--- config.mk ---
export PLATFORM = sky130hd
export DESIGN_NAME = sprite_anim_ctrl
export DESIGN_NICKNAME = d
export VERILOG_FILES = /design/src/rtl/sprite_anim_ctrl.sv
export SDC_FILE = /design/constraint.sdc
export NUM_CORES = 1
export LEC_CHECK = 0
export ABC_CLOCK_PERIOD_IN_PS = 3600
export BUFFER_PORTS_ARGS = -buffer_cell sky130_fd_sc_hd__buf_4
export CAP_MARGIN = 10
export CORE_MARGIN = 2
export CORE_UTILIZATION = 48
export DETAILED_ROUTE_END_ITERATION = 7
export PLACE_DENSITY = 0.75
export SETUP_SLACK_MARGIN = 0.5
export SKIP_CTS_REPAIR_TIMING = 1
export SLEW_MARGIN = 20
export SYNTH_ARGS = -nofsm -noshare
export SYNTH_HDL_FRONTEND = slang
export SYNTH_SLANG_ARGS = --single-unit
--- constraint.sdc ---
create_clock -name vga_clk -period 3.6 [get_ports vga_clk]
set_clock_uncertainty 0.05 [all_clocks]
set_input_delay 1.08 -clock vga_clk [delete_from_list [all_inputs] [get_ports vga_clk]]
set_output_delay 1.08 -clock vga_clk [all_outputs]
set_load 0.02 [all_outputs]
--- src/rtl/sprite_anim_ctrl.sv ---
// Character sprite animation sequencer: picks the walk/jump frame once per video
// frame and produces the mirrored per-pixel ROM address plus a pipelined hit flag.
module sprite_anim_ctrl #(
    parameter int SPR_W          = 16,
    parameter int SPR_H          = 16,
    parameter int TICKS_PER_STEP = 8,
    parameter int ADDR_W         = 8
) (
    input  logic              vga_clk,
    input  logic              reset_n,
    input  logic              frame_start,
    input  logic              moving,
    input  logic              facing_left,
    input  logic              jump,
    input  logic [9:0]        sprite_x,
    input  logic [9:0]        sprite_y,
    input  logic [9:0]        DrawX,
    input  logic [9:0]        DrawY,
    input  logic              blank,
    output logic [1:0]        frame_sel,
    output logic [ADDR_W-1:0] rom_address,
    output logic              sprite_hit
);

    localparam int CNT_W = (TICKS_PER_STEP > 1) ? $clog2(TICKS_PER_STEP) : 1;
    localparam int COL_W = (SPR_W > 1) ? $clog2(SPR_W) : 1;
    localparam logic [CNT_W-1:0] LAST_TICK = CNT_W'(TICKS_PER_STEP - 1);

    typedef enum logic [1:0] {
        IDLE  = 2'd0,
        WALK1 = 2'd1,
        WALK2 = 2'd2,
        JUMP  = 2'd3
    } state_t;

    state_t           state, state_next;
    logic [CNT_W-1:0] cnt, cnt_next;
    logic [9:0]       lx, ly;
    logic             lface;

    always_ff @(posedge vga_clk or negedge reset_n) begin
        if (!reset_n) begin
            state <= IDLE;
            cnt   <= '0;
            lx    <= '0;
            ly    <= '0;
            lface <= 1'b0;
        end else begin
            state <= state_next;
            cnt   <= cnt_next;
            // Shadow copies so position/facing never change mid-frame.
            if (frame_start) begin
                lx    <= sprite_x;
                ly    <= sprite_y;
                lface <= facing_left;
            end
        end
    end

    always_comb begin
        state_next = state;
        cnt_next   = cnt;
        if (frame_start) begin
            if (jump) begin
                state_next = JUMP;
                cnt_next   = '0;
            end else begin
                case (state)
                    JUMP: begin
                        state_next = moving ? WALK1 : IDLE;
                        cnt_next   = '0;
                    end
                    IDLE: begin
                        if (moving) begin
                            state_next = WALK1;
                            cnt_next   = '0;
                        end
                    end
                    default: begin
                        if (!moving) begin
                            state_next = IDLE;
                            cnt_next   = '0;
                        end else if (cnt == LAST_TICK) begin
                            state_next = (state == WALK1) ? WALK2 : WALK1;
                            cnt_next   = '0;
                        end else begin
                            cnt_next = cnt + CNT_W'(1);
                        end
                    end
                endcase
            end
        end
    end

    assign frame_sel = state;

    // 11-bit compare so a sprite near the right/bottom edge clips instead of wrapping.
    logic [10:0]      dx, dy, lx11, ly11, col_off, row_off;
    logic [COL_W-1:0] col, col_m;
    logic             in_box;

    always_comb begin
        dx      = {1'b0, DrawX};
        dy      = {1'b0, DrawY};
        lx11    = {1'b0, lx};
        ly11    = {1'b0, ly};
        in_box  = (dx >= lx11) && (dx < lx11 + 11'(SPR_W)) &&
                  (dy >= ly11) && (dy < ly11 + 11'(SPR_H));
        col_off = dx - lx11;
        row_off = dy - ly11;
        col     = COL_W'(col_off);
        col_m   = lface ? (COL_W'(SPR_W - 1) - col) : col;
        if (in_box)
            rom_address = ADDR_W'(32'(row_off) * 32'(SPR_W) + 32'(col_m));
        else
            rom_address = '0;
    end

    // Lines up with the palette colour the colour path registers on this same edge.
    always_ff @(posedge vga_clk or negedge reset_n) begin
        if (!reset_n)
            sprite_hit <= 1'b0;
        else
            sprite_hit <= in_box & blank;
    end

endmodule

==> flow_summary_export.csv, run 1 <==
group,metric,value,unit
run_status,status,"finished with violations",
run_status,violations,"negative setup slack",
sta,fin_crit_sh,1.091,
cells_and_area,nets,418,
die,die_x,72.37,um
die,core.rowCount,24,
die,placeableCoreArea,0.004414,sq mm
critical_path,critPathRequiredTime,2470,ps
sta,postLayoutSetupSlackWorst,-328.1,ps
flow_run,drv_cap,0,
placement,detailed_place.area,0.003097,sq mm
sta,final_count_of_hold_timing_violations,0,
synthesis,synth_enable_flop_cells,0,
grt,gr-total-overflow,0,
die,die-area,0.005237,sq mm
route,dr_vias,2048,
clock_network,cts_made_buffers,3,
route,route.layer.met1.wl,2397,um
critical_path,worstPathBufferInverterCount,5,
placement,detailedPlace.worstSlack,-468.0,ps
critical_path,critical_path_peak_fanout,9,
cells_and_area,layout.cells.most_common,"sky130_fd_sc_hd__buf_4",
placement,gpl.final_weighted_congestion,0.8475,
route,drt_pass1_iterations,4,
sta,setup_tns,-2581,ps
die,start_util,0.5082,
cells_and_area,most_frequent_cells_in_the_layout,"sky130_fd_sc_hd__buf_4 (77), sky130_fd_sc_hd__ha_1 (33), sky130_fd_sc_hd__dfrtp_1 (27)",
route,detailed_routed_wire_length_on_met2,2507,um
sta,worst_slew_pin_slew,532.4,ps
sta,grt_setup_unrepaired,"yes",
synthesis,synth_seq_cells,27,
pwr,pwr-share-clk,0.177,
placement,hpwlAfterDp,4098,um
synthesis,mappedNetlistArea,0.002243,sq mm
route,maxUsedRoutingLayer,"met4",
critical_path,critPathSlowestCell,"sky130_fd_sc_hd__fa_2",
pwr,power.share.switching,0.3537,
clock_network,clock_insertion_delay_worst_skew,270,ps
grt,grt_first_pass_wirelength,8735,um
critical_path,timing.critical_path.cells,"buf_6, inv_12, ha_4, inv_2, fa_2, a21oi_2, o221a_2, nor2_4, o32ai_4, buf_12, nor4_4, buf_4",
clock_network,clock_path_buffers,2,
clock_network,clock-root-buffer,"sky130_fd_sc_hd__clkbuf_8",
critical_path,max_stage_delay,340,ps
grt,antenna_violations_before_repair,0,
synthesis,ys_seq_area_frac,0.3012,
cells_and_area,area_delta_synth_final,42.67,%
route,post_drt_via_cell_ratio,5.375,
pwr,power_switching,0.3572,mW
critical_path,setup_crit_path_kind,"input port to primary output",
route,detailed_route_drc_error_count,0,
synthesis,synthArstFlopShare,1.000,
route,route.met3.wl,245,um
clock_network,cts_tree,"done",
cells_and_area,stdcell_area,0.003201,sq mm
synthesis,dominantRegCellSynth,"sky130_fd_sc_hd__dfrtp_1",
grt,grt_max_degree,42,
route,wirelength,5201,um
synthesis,netlist-cell-type-count,38,
synthesis,yosysWarnings,0,
grt,grtUsageTotal,0.2067,
pwr,cellPowerDensity,315.6,mW/mm^2
route,drt-initial-drc-count,61,
clock_network,htree_levels,1,
critical_path,worst_setup_path_start_kind,"input port",
pwr,power_report.internal_total,0.6528,mW
cells_and_area,layout-drive-gt1-share,0.3739,
synthesis,netlist_instances,249,
synthesis,postSynthAreaPerCell,9.010,sq um
route,wire_per_inst,13.65,um
die,die_y,72.37,um
placement,port_buffers,57,
synthesis,synth.net_count,337,
pwr,combPwrFrac,0.472,
critical_path,cpLargestDelayFamily,"compound AO/OA/AOI/OAI gates",
worst_hold_path,min_path_type,"flop to flop",
sta,setup_violations,8,
critical_path,cp.arrival,2800,ps
pwr,p_seq_frac,0.351,
route,route.antenna.remaining_nets,0,
sta,final.min_clock_period,3928,ps
sta,final.hold.worst_slack,449.6,ps
sta,max_freq,254.6,MHz
clock_network,numClockSinks,27,
pwr,power_leakage,1.504,nW
die,ports_placed_on_the_boundary,58,
sta,relSlewSlack,0.6413,
sta,final_max_slew_viol_count,0,
clock_network,clk_pin_slew_worst_paths,100,ps
critical_path,kind_of_capture_point_of_the_worst_setup_path,"primary output",
pwr,worst_ir_drop_vdd,0.2355,mV
grt,grt_pass1_vias,1981,
cells_and_area,n_antenna_cell,0,
## final timing paths
path                                    start                    to  slack, ps  cells past startpoint
max                                  DrawX[0]        rom_address[0]       -330                     12
min                        cnt[1]$_DFFE_PN0P_    cnt[1]$_DFFE_PN0P_        450                      2
max reg2reg                 lx[4]$_DFFE_PN0P_  sprite_hit$_DFF_PN0_       1180                     10
min reg2reg                cnt[1]$_DFFE_PN0P_    cnt[1]$_DFFE_PN0P_        450                      2
max in group asynchronous             reset_n     ly[0]$_DFFE_PN0P_       2580                      1
min in group asynchronous             reset_n     lface$_DFFE_PN0P_        650                      1
## final cells by class
class	instances	area (sq um)
multi-input cells	188	1624
fillers	339	1214
flip-flops and latches	27	675.6
repair buffers	82	660.6
inverters	28	130.1
well taps	52	65.06
clock buffers	4	45.04
## state kept, by name, indices dropped and copies added, names as in the netlist
name,count
lx,10
ly,10
cnt,3
frame_sel,2
lface,1
sprite_hit,1
## power by group through the flow
stage	logic (mW)	registers (mW)	clock network, mW
after floorplan	0.281	0.361	0
after global placement	0.450	0.359	0
after detailed placement	0.462	0.359	0
after CTS	0.466	0.354	0.184
after global routing	0.531	0.358	0.196
final	0.477	0.354	0.179
## routing by layer
metal	GRT usage	up-vias
li1	-	1043
met1	0.2753	954
met2	0.3578	44
met3	0.03194	7
met4	0.03774	0
met5	0	-
## cell families (layout without fill, tap and decap cells)
family,after synthesis,in the layout,share of synthesized area
simple gates,69,69,0.1584
compound gates,59,59,0.1673
fa+ha+maj,41,41,0.2354
buf+inv,34,114,0.06023
flops,27,27,0.3012
xor+xnor,16,16,0.06246
mux,3,3,0.01506
## metrics by stage
stage,power (mW),cells,utilization
floorplan,0.6419,249,-
global placement,0.8083,377,0.7015
detailed placement,0.8215,377,0.7015
CTS,1.004,381,0.7117
global route,1.086,381,0.7251
finish,1.010,381,0.7251
## worst reg2reg max path: stages, from the launching register on
cell and delay [ps]:
sky130_fd_sc_hd__dfrtp_1 370, sky130_fd_sc_hd__ha_2 230, sky130_fd_sc_hd__nand3_1 110, sky130_fd_sc_hd__xnor2_1 140
sky130_fd_sc_hd__ha_1 290, sky130_fd_sc_hd__a21o_1 200, sky130_fd_sc_hd__a21oi_2 130, sky130_fd_sc_hd__a31oi_1 60
sky130_fd_sc_hd__a211o_1 310, sky130_fd_sc_hd__buf_12 160, sky130_fd_sc_hd__nor4b_1 280
## synth_stat cells, drive strengths merged, types with 3 or more instances
cell / count / share of area
a2111oi: 3 / 0.020
a21o: 3 / 0.010
a21oi: 15 / 0.035
a31oi: 3 / 0.0084
clkbuf: 5 / 0.0084
dfrtp: 27 / 0.30
ha: 39 / 0.22
inv: 28 / 0.047
mux2: 3 / 0.015
nand2: 27 / 0.046
nand3: 9 / 0.020
nand4: 4 / 0.011
nor2: 7 / 0.012
nor2b: 3 / 0.0084
nor4: 7 / 0.020
o21ai: 27 / 0.060
xnor2: 12 / 0.047
xor2: 4 / 0.016
(Power assumes the default switching activity.)
==> run 2: changes to the inputs <==
==> constraint.sdc (replaced) <==
create_clock -name vga_clk -period 3.6 [get_ports vga_clk]
set_clock_uncertainty 0.05 [all_clocks]
set_input_delay 0 -clock vga_clk [delete_from_list [all_inputs] [get_ports vga_clk]]
set_output_delay 0 -clock vga_clk [all_outputs]
set_load 0.02 [all_outputs]
==> run 2 against run 1 <==
Against the previous run: via count rose by 0.68%; largest cell class unchanged; flip-flop and latch count stayed put; die area stayed put; first-iteration DRC count grew 43%; non-clock buffer count decreased by 1; the run now ends clean.
==> flow_summary_export.csv, run 2 (synthesized netlist as in run 1, its figures left out) <==
group,metric,value,unit
critical_path,critPathSlowestCell,"sky130_fd_sc_hd__dfrtp_1",
sta,grt_setup_unrepaired,"yes",
cells_and_area,layout.cells.most_common,"sky130_fd_sc_hd__buf_4",
critical_path,worst_setup_path_start_kind,"flop",
pwr,power_report.internal_total,0.5957,mW
critical_path,max_stage_delay,430,ps
die,placeableCoreArea,0.004414,sq mm
placement,gpl.final_weighted_congestion,0.8474,
placement,hpwlAfterDp,4063,um
clock_network,numClockSinks,27,
critical_path,r2r_slack,1110,ps
clock_network,cts_made_buffers,3,
worst_hold_path,worst_hold_startpoint,"moving",
route,post_drt_via_cell_ratio,5.426,
placement,detailedPlace.worstSlack,950.7,ps
critical_path,timing.critical_path.cells,"ha_1, nand3_1, xnor2_1, ha_1, a21o_1, a21oi_1, a31oi_1, a211o_1, nor4_1, buf_4",
die,die_x,72.37,um
critical_path,worst_path_most_repeated_cell,"sky130_fd_sc_hd__ha_1",
run_status,status,"finished, final reports clean",
cells_and_area,area_delta_synth_final,33.97,%
cells_and_area,nets,417,
route,detailed_route_drc_error_count,0,
grt,grt_max_degree,42,
critical_path,r2r-end,"sprite_hit$_DFF_PN0_",
sta,final.min_clock_period,2960,ps
worst_hold_path,whs_endpoint,"frame_sel[1]$_DFFE_PN0P_",
pwr,power_switching,0.3273,mW
route,wirelength,5369,um
clock_network,clock_insertion_delay_worst_skew,280,ps
critical_path,worst_r2r_path_depth,9,
cells_and_area,sequential_cell_area,675.6,sq um
sta,setup_tns,0,ps
route,wire_per_inst,14.13,um
clock_network,clk_pin_slew_worst_paths,100,ps
die,die-area,0.005237,sq mm
critical_path,critical_path_peak_fanout,9,
clock_network,cts_tree,"done",
die,start_util,0.5082,
critical_path,kind_of_capture_point_of_the_worst_setup_path,"primary output",
pwr,p_seq_frac,0.385,
pwr,pwr-share-clk,0.199,
pwr,cellPowerDensity,307.1,mW/mm^2
critical_path,crit-reg2reg-launch,"lx[4]$_DFFE_PN0P_",
flow_run,drv_cap,0,
pwr,power.share.switching,0.3546,
sta,final_max_slew_viol_count,0,
clock_network,clock_path_buffers,2,
grt,grtUsageTotal,0.2124,
sta,worst_slew_pin_slew,786.4,ps
sta,postLayoutSetupSlackWorst,639.8,ps
cells_and_area,reg.largest.list,"lx: 10 flops, ly: 10 flops, cnt: 3 flops",
placement,port_buffers,57,
clock_network,htree_levels,1,
cells_and_area,most_frequent_cells_in_the_layout,"sky130_fd_sc_hd__buf_4 (57), sky130_fd_sc_hd__ha_1 (39), sky130_fd_sc_hd__inv_1 (28)",
pwr,worst_ir_drop_vdd,0.2593,mV
worst_hold_path,min_path_cells,3,
critical_path,setup_crit_path_kind,"flop to primary output",
critical_path,critPathRequiredTime,3550,ps
sta,relSlewSlack,0.4757,
die,die_y,72.37,um
die,core.rowCount,24,
cells_and_area,n_antenna_cell,0,
worst_hold_path,min_path_type,"input port to flop",
cells_and_area,fill_count,371,
route,route.antenna.remaining_nets,0,
grt,grt_first_pass_wirelength,8825,um
route,dr_vias,2062,
sta,final_count_of_hold_timing_violations,0,
cells_and_area,multiInputGateArea,0.001445,sq mm
cells_and_area,layout-drive-gt1-share,0.2195,
sta,setup_violations,0,
clock_network,clock-root-buffer,"sky130_fd_sc_hd__clkbuf_8",
die,ports_placed_on_the_boundary,58,
grt,antenna_violations_before_repair,0,
pwr,combPwrFrac,0.416,
critical_path,cp.arrival,2910,ps
route,drt_pass1_iterations,4,
sta,fin_crit_sh,0.8223,
route,drt-initial-drc-count,87,
grt,gr-total-overflow,0,
critical_path,timing.critical_path.from,"lx[4]$_DFFE_PN0P_",
pwr,power_leakage,1.457,nW
grt,grt_pass1_vias,2011,
sta,max_freq,337.8,MHz
## run 2: final cells by class
cell class | instances | share of cell area
Clock inverter | 1 | 0.001665
Multi-Input combinational cell | 188 | 0.4809
Timing Repair Buffer | 81 | 0.2223
Sequential cell | 27 | 0.2248
Inverter | 28 | 0.03497
Clock buffer | 3 | 0.01374
Tap cell | 52 | 0.02165
## run 2: worst max-delay path by stage
stage / slack, ps / to
finish: 640 / rom_address[2]
global route: 460 / rom_address[5]
CTS: 610 / rom_address[1]
detailed placement: 950 / rom_address[1]
global placement: 1030 / rom_address[1]
floorplan: 920 / rom_address[5]
## run 2: critical path, delay by kind of cell (launching register included)
kind	cells	cell delay [ps]
fa+ha+maj	2	550
xor+xnor	1	140
compound gates	4	780
simple gates	2	510
buf+inv	1	210
flops	1	430
## run 2: per-stage QoR
stage               hold slack [ps]  cells  utilization  power [mW]  area, sq um
global route                  31.70    380       0.6808      0.9939         3005
CTS                          -418.4    356       0.6236      0.9016         2753
finish                        16.86    380       0.6808      0.9230         3005
floorplan                    -345.6    249            -      0.6000         2243
global placement             -109.6    352       0.6131      0.7063         2706
detailed placement           -104.7    352       0.6131      0.7177         2706
## run 2: power by group through the flow
stage / sequential [mW] / combinational (mW) / clock (mW)
global route: 0.360 / 0.435 / 0.198
global placement: 0.361 / 0.346 / 0
finish: 0.355 / 0.384 / 0.184
detailed placement: 0.361 / 0.356 / 0
CTS: 0.356 / 0.358 / 0.188
floorplan: 0.360 / 0.240 / 0
## run 2: metal layers
layer	up-vias	wire length, um	global-route usage	share of wire
met4	0	68	0.03983	0.013
met3	9	313	0.04306	0.058
met1	959	2399	0.2749	0.45
met2	57	2587	0.3690	0.48
met5	-	0	0	0
li1	1037	-	-	-
==> run 3: changes to the inputs <==
- ABC_CLOCK_PERIOD_IN_PS: 3600 -> 2700
- clock period: 3.6 -> 2.7 ns (I/O delays scaled with it)
==> run 3 against run 2 <==
Against the previous run: the flow now finishes with violations (negative hold slack); largest cell class unchanged; critical path depth unchanged; highest routed layer unchanged; die area unchanged; critical path type unchanged; power increased by 50%; cell count increased by 3.7%; clock-buffer cell count increased by 1.
==> flow_summary_export.csv, run 3 (synthesized netlist as in run 1, its figures left out) <==
group,metric,value,unit
clock_network,numClockSinks,27,
sta,final.min_clock_period,2671,ps
run_status,status,"finished with violations",
critical_path,kind_of_capture_point_of_the_worst_setup_path,"primary output",
route,post_drt_via_cell_ratio,5.338,
run_status,violations,"negative hold slack",
cells_and_area,area_delta_synth_final,49.41,%
route,drt-initial-drc-count,88,
sta,setup_violations,0,
cells_and_area,fill_count,310,
placement,port_buffers,57,
pwr,cellPowerDensity,412.4,mW/mm^2
clock_network,clock_insertion_delay_worst_skew,280,ps
placement,dpl.cell_count,357,
die,placeableCoreArea,0.004414,sq mm
clock_network,htree_levels,1,
route,dr_vias,2103,
critical_path,critical_path_peak_fanout,9,
placement,gpl.final_weighted_congestion,0.8459,
flow_run,drv_cap,0,
cells_and_area,most_frequent_cells_in_the_layout,"sky130_fd_sc_hd__buf_4 (68), sky130_fd_sc_hd__ha_1 (36), sky130_fd_sc_hd__inv_1 (28)",
critical_path,cp.arrival,2620,ps
sta,max_freq,374.3,MHz
critical_path,critPathCapture,"rom_address[0]",
route,detailed_route_drc_error_count,0,
grt,grt_first_pass_wirelength,8659,um
critical_path,timing.critical_path.from,"ly[4]$_DFFE_PN0P_",
cells_and_area,reg.largest.list,"lx: 10 flops, ly: 10 flops, cnt: 3 flops",
critical_path,r2r_slack,380,ps
pwr,power_leakage,1.556,nW
sta,final_max_slew_viol_count,0,
grt,antenna_violations_before_repair,0,
worst_hold_path,min_path_type,"input port to flop",
cells_and_area,nets,431,
cells_and_area,layout.cells.most_common,"sky130_fd_sc_hd__buf_4",
critical_path,worst_r2r_path_depth,9,
critical_path,critPathRequiredTime,2650,ps
cells_and_area,layout-drive-gt1-share,0.3099,
critical_path,setup_crit_path_kind,"flop to primary output",
clock_network,cts_made_buffers,3,
route,route.antenna.remaining_nets,0,
critical_path,critPathSlowestCell,"sky130_fd_sc_hd__dfrtp_2",
critical_path,max_stage_delay,430,ps
grt,grtUsageTotal,0.2084,
sta,fin_crit_sh,0.9894,
pwr,design_power_total,1.383,mW
critical_path,worst_setup_path_start_kind,"flop",
critical_path,worst_path_most_repeated_cell,"sky130_fd_sc_hd__a21o_1",
route,drt_pass1_iterations,4,
grt,grt_pass1_vias,1968,
clock_network,clock-root-buffer,"sky130_fd_sc_hd__clkbuf_8",
clock_network,cts_tree,"done",
die,die-area,0.005237,sq mm
sta,worst_slew_pin_slew,523.8,ps
sta,final_count_of_hold_timing_violations,1,
clock_network,clock_path_buffers,2,
grt,grt_max_degree,42,
route,wirelength,5599,um
die,core.rowCount,24,
cells_and_area,utilization,0.7594,
die,die_x,72.37,um
placement,hpwlAfterDp,4046,um
sta,grt_setup_unrepaired,"yes",
critical_path,r2r-end,"sprite_hit$_DFF_PN0_",
cells_and_area,n_antenna_cell,0,
sta,relSlewSlack,0.6471,
clock_network,clk_pin_slew_worst_paths,100,ps
cells_and_area,finalNonFillerCells,394,
die,start_util,0.5082,
die,ports_placed_on_the_boundary,58,
sta,final.hold.worst_slack,-15.33,ps
route,wire_per_inst,14.21,um
critical_path,timing.critical_path.cells,"ha_4, nand3_2, xnor2_1, ha_1, a21o_1, a21o_1, a211o_1, buf_12, nor4_4, buf_4",
sta,postLayoutSetupSlackWorst,28.56,ps
pwr,worst_ir_drop_vdd,0.3069,mV
grt,gr-total-overflow,0,
critical_path,crit-reg2reg-launch,"lx[4]$_DFFE_PN0P_",
placement,detailedPlace.worstSlack,268.2,ps
die,die_y,72.37,um
-- run 3: cell type report --
class	count	area, sq um	area share
clock buffer	4	45.04	0.01344
inverter	28	105.1	0.03136
multi-input combinational	188	1655	0.4938
sequential	27	679.4	0.2027
tap	52	65.06	0.01941
timing repair buffer	95	802.0	0.2393
-- run 3: per-stage QoR --
| stage | setup TNS, ps | cell area (sq um) |
|---|---|---|
| after floorplan | 0 | 2424 |
| after global placement | 0 | 2933 |
| after detailed placement | 0 | 2933 |
| after CTS | -201.4 | 2978 |
| after global routing | -623.3 | 3352 |
| final | 0 | 3352 |
-- run 3: worst min path at each step --
stage            start  cells after the start  slack [ps]                        to
2_1_floorplan  reset_n                      0        -350        cnt[0]$_DFFE_PN0P_
3_3_place_gp   reset_n                      1        -110         lx[8]$_DFFE_PN0P_
3_5_place_dp   reset_n                      1        -110         lx[9]$_DFFE_PN0P_
4_1_cts        reset_n                      1        -420         lx[9]$_DFFE_PN0P_
5_1_grt         moving                      3          10  frame_sel[1]$_DFFE_PN0P_
6_report        moving                      3         -20  frame_sel[1]$_DFFE_PN0P_
-- run 3: power breakdown --
group	switching, mW	internal [mW]
sequential	0.0344	0.442
combinational	0.333	0.330
clock	0.137	0.106
total	0.504	0.879
-- run 3: routing by layer --
metal	GRT usage	vias up	share of wire
met5	0	-	0
li1	-	1071	-
met1	0.2829	976	0.45
met3	0.03472	6	0.040
met2	0.3445	50	0.50
met4	0.05451	0	0.010
-- run 3: worst max-delay path: cells and delay by family (launching register included) --
family	cells	cell delay, ps
XOR/XNOR	1	130
adder cells (fa/ha/maj)	2	470
AND/OR/NAND/NOR	2	290
buffers and inverters	2	360
AO/OA/AOI/OAI	3	650
flip-flops	1	430
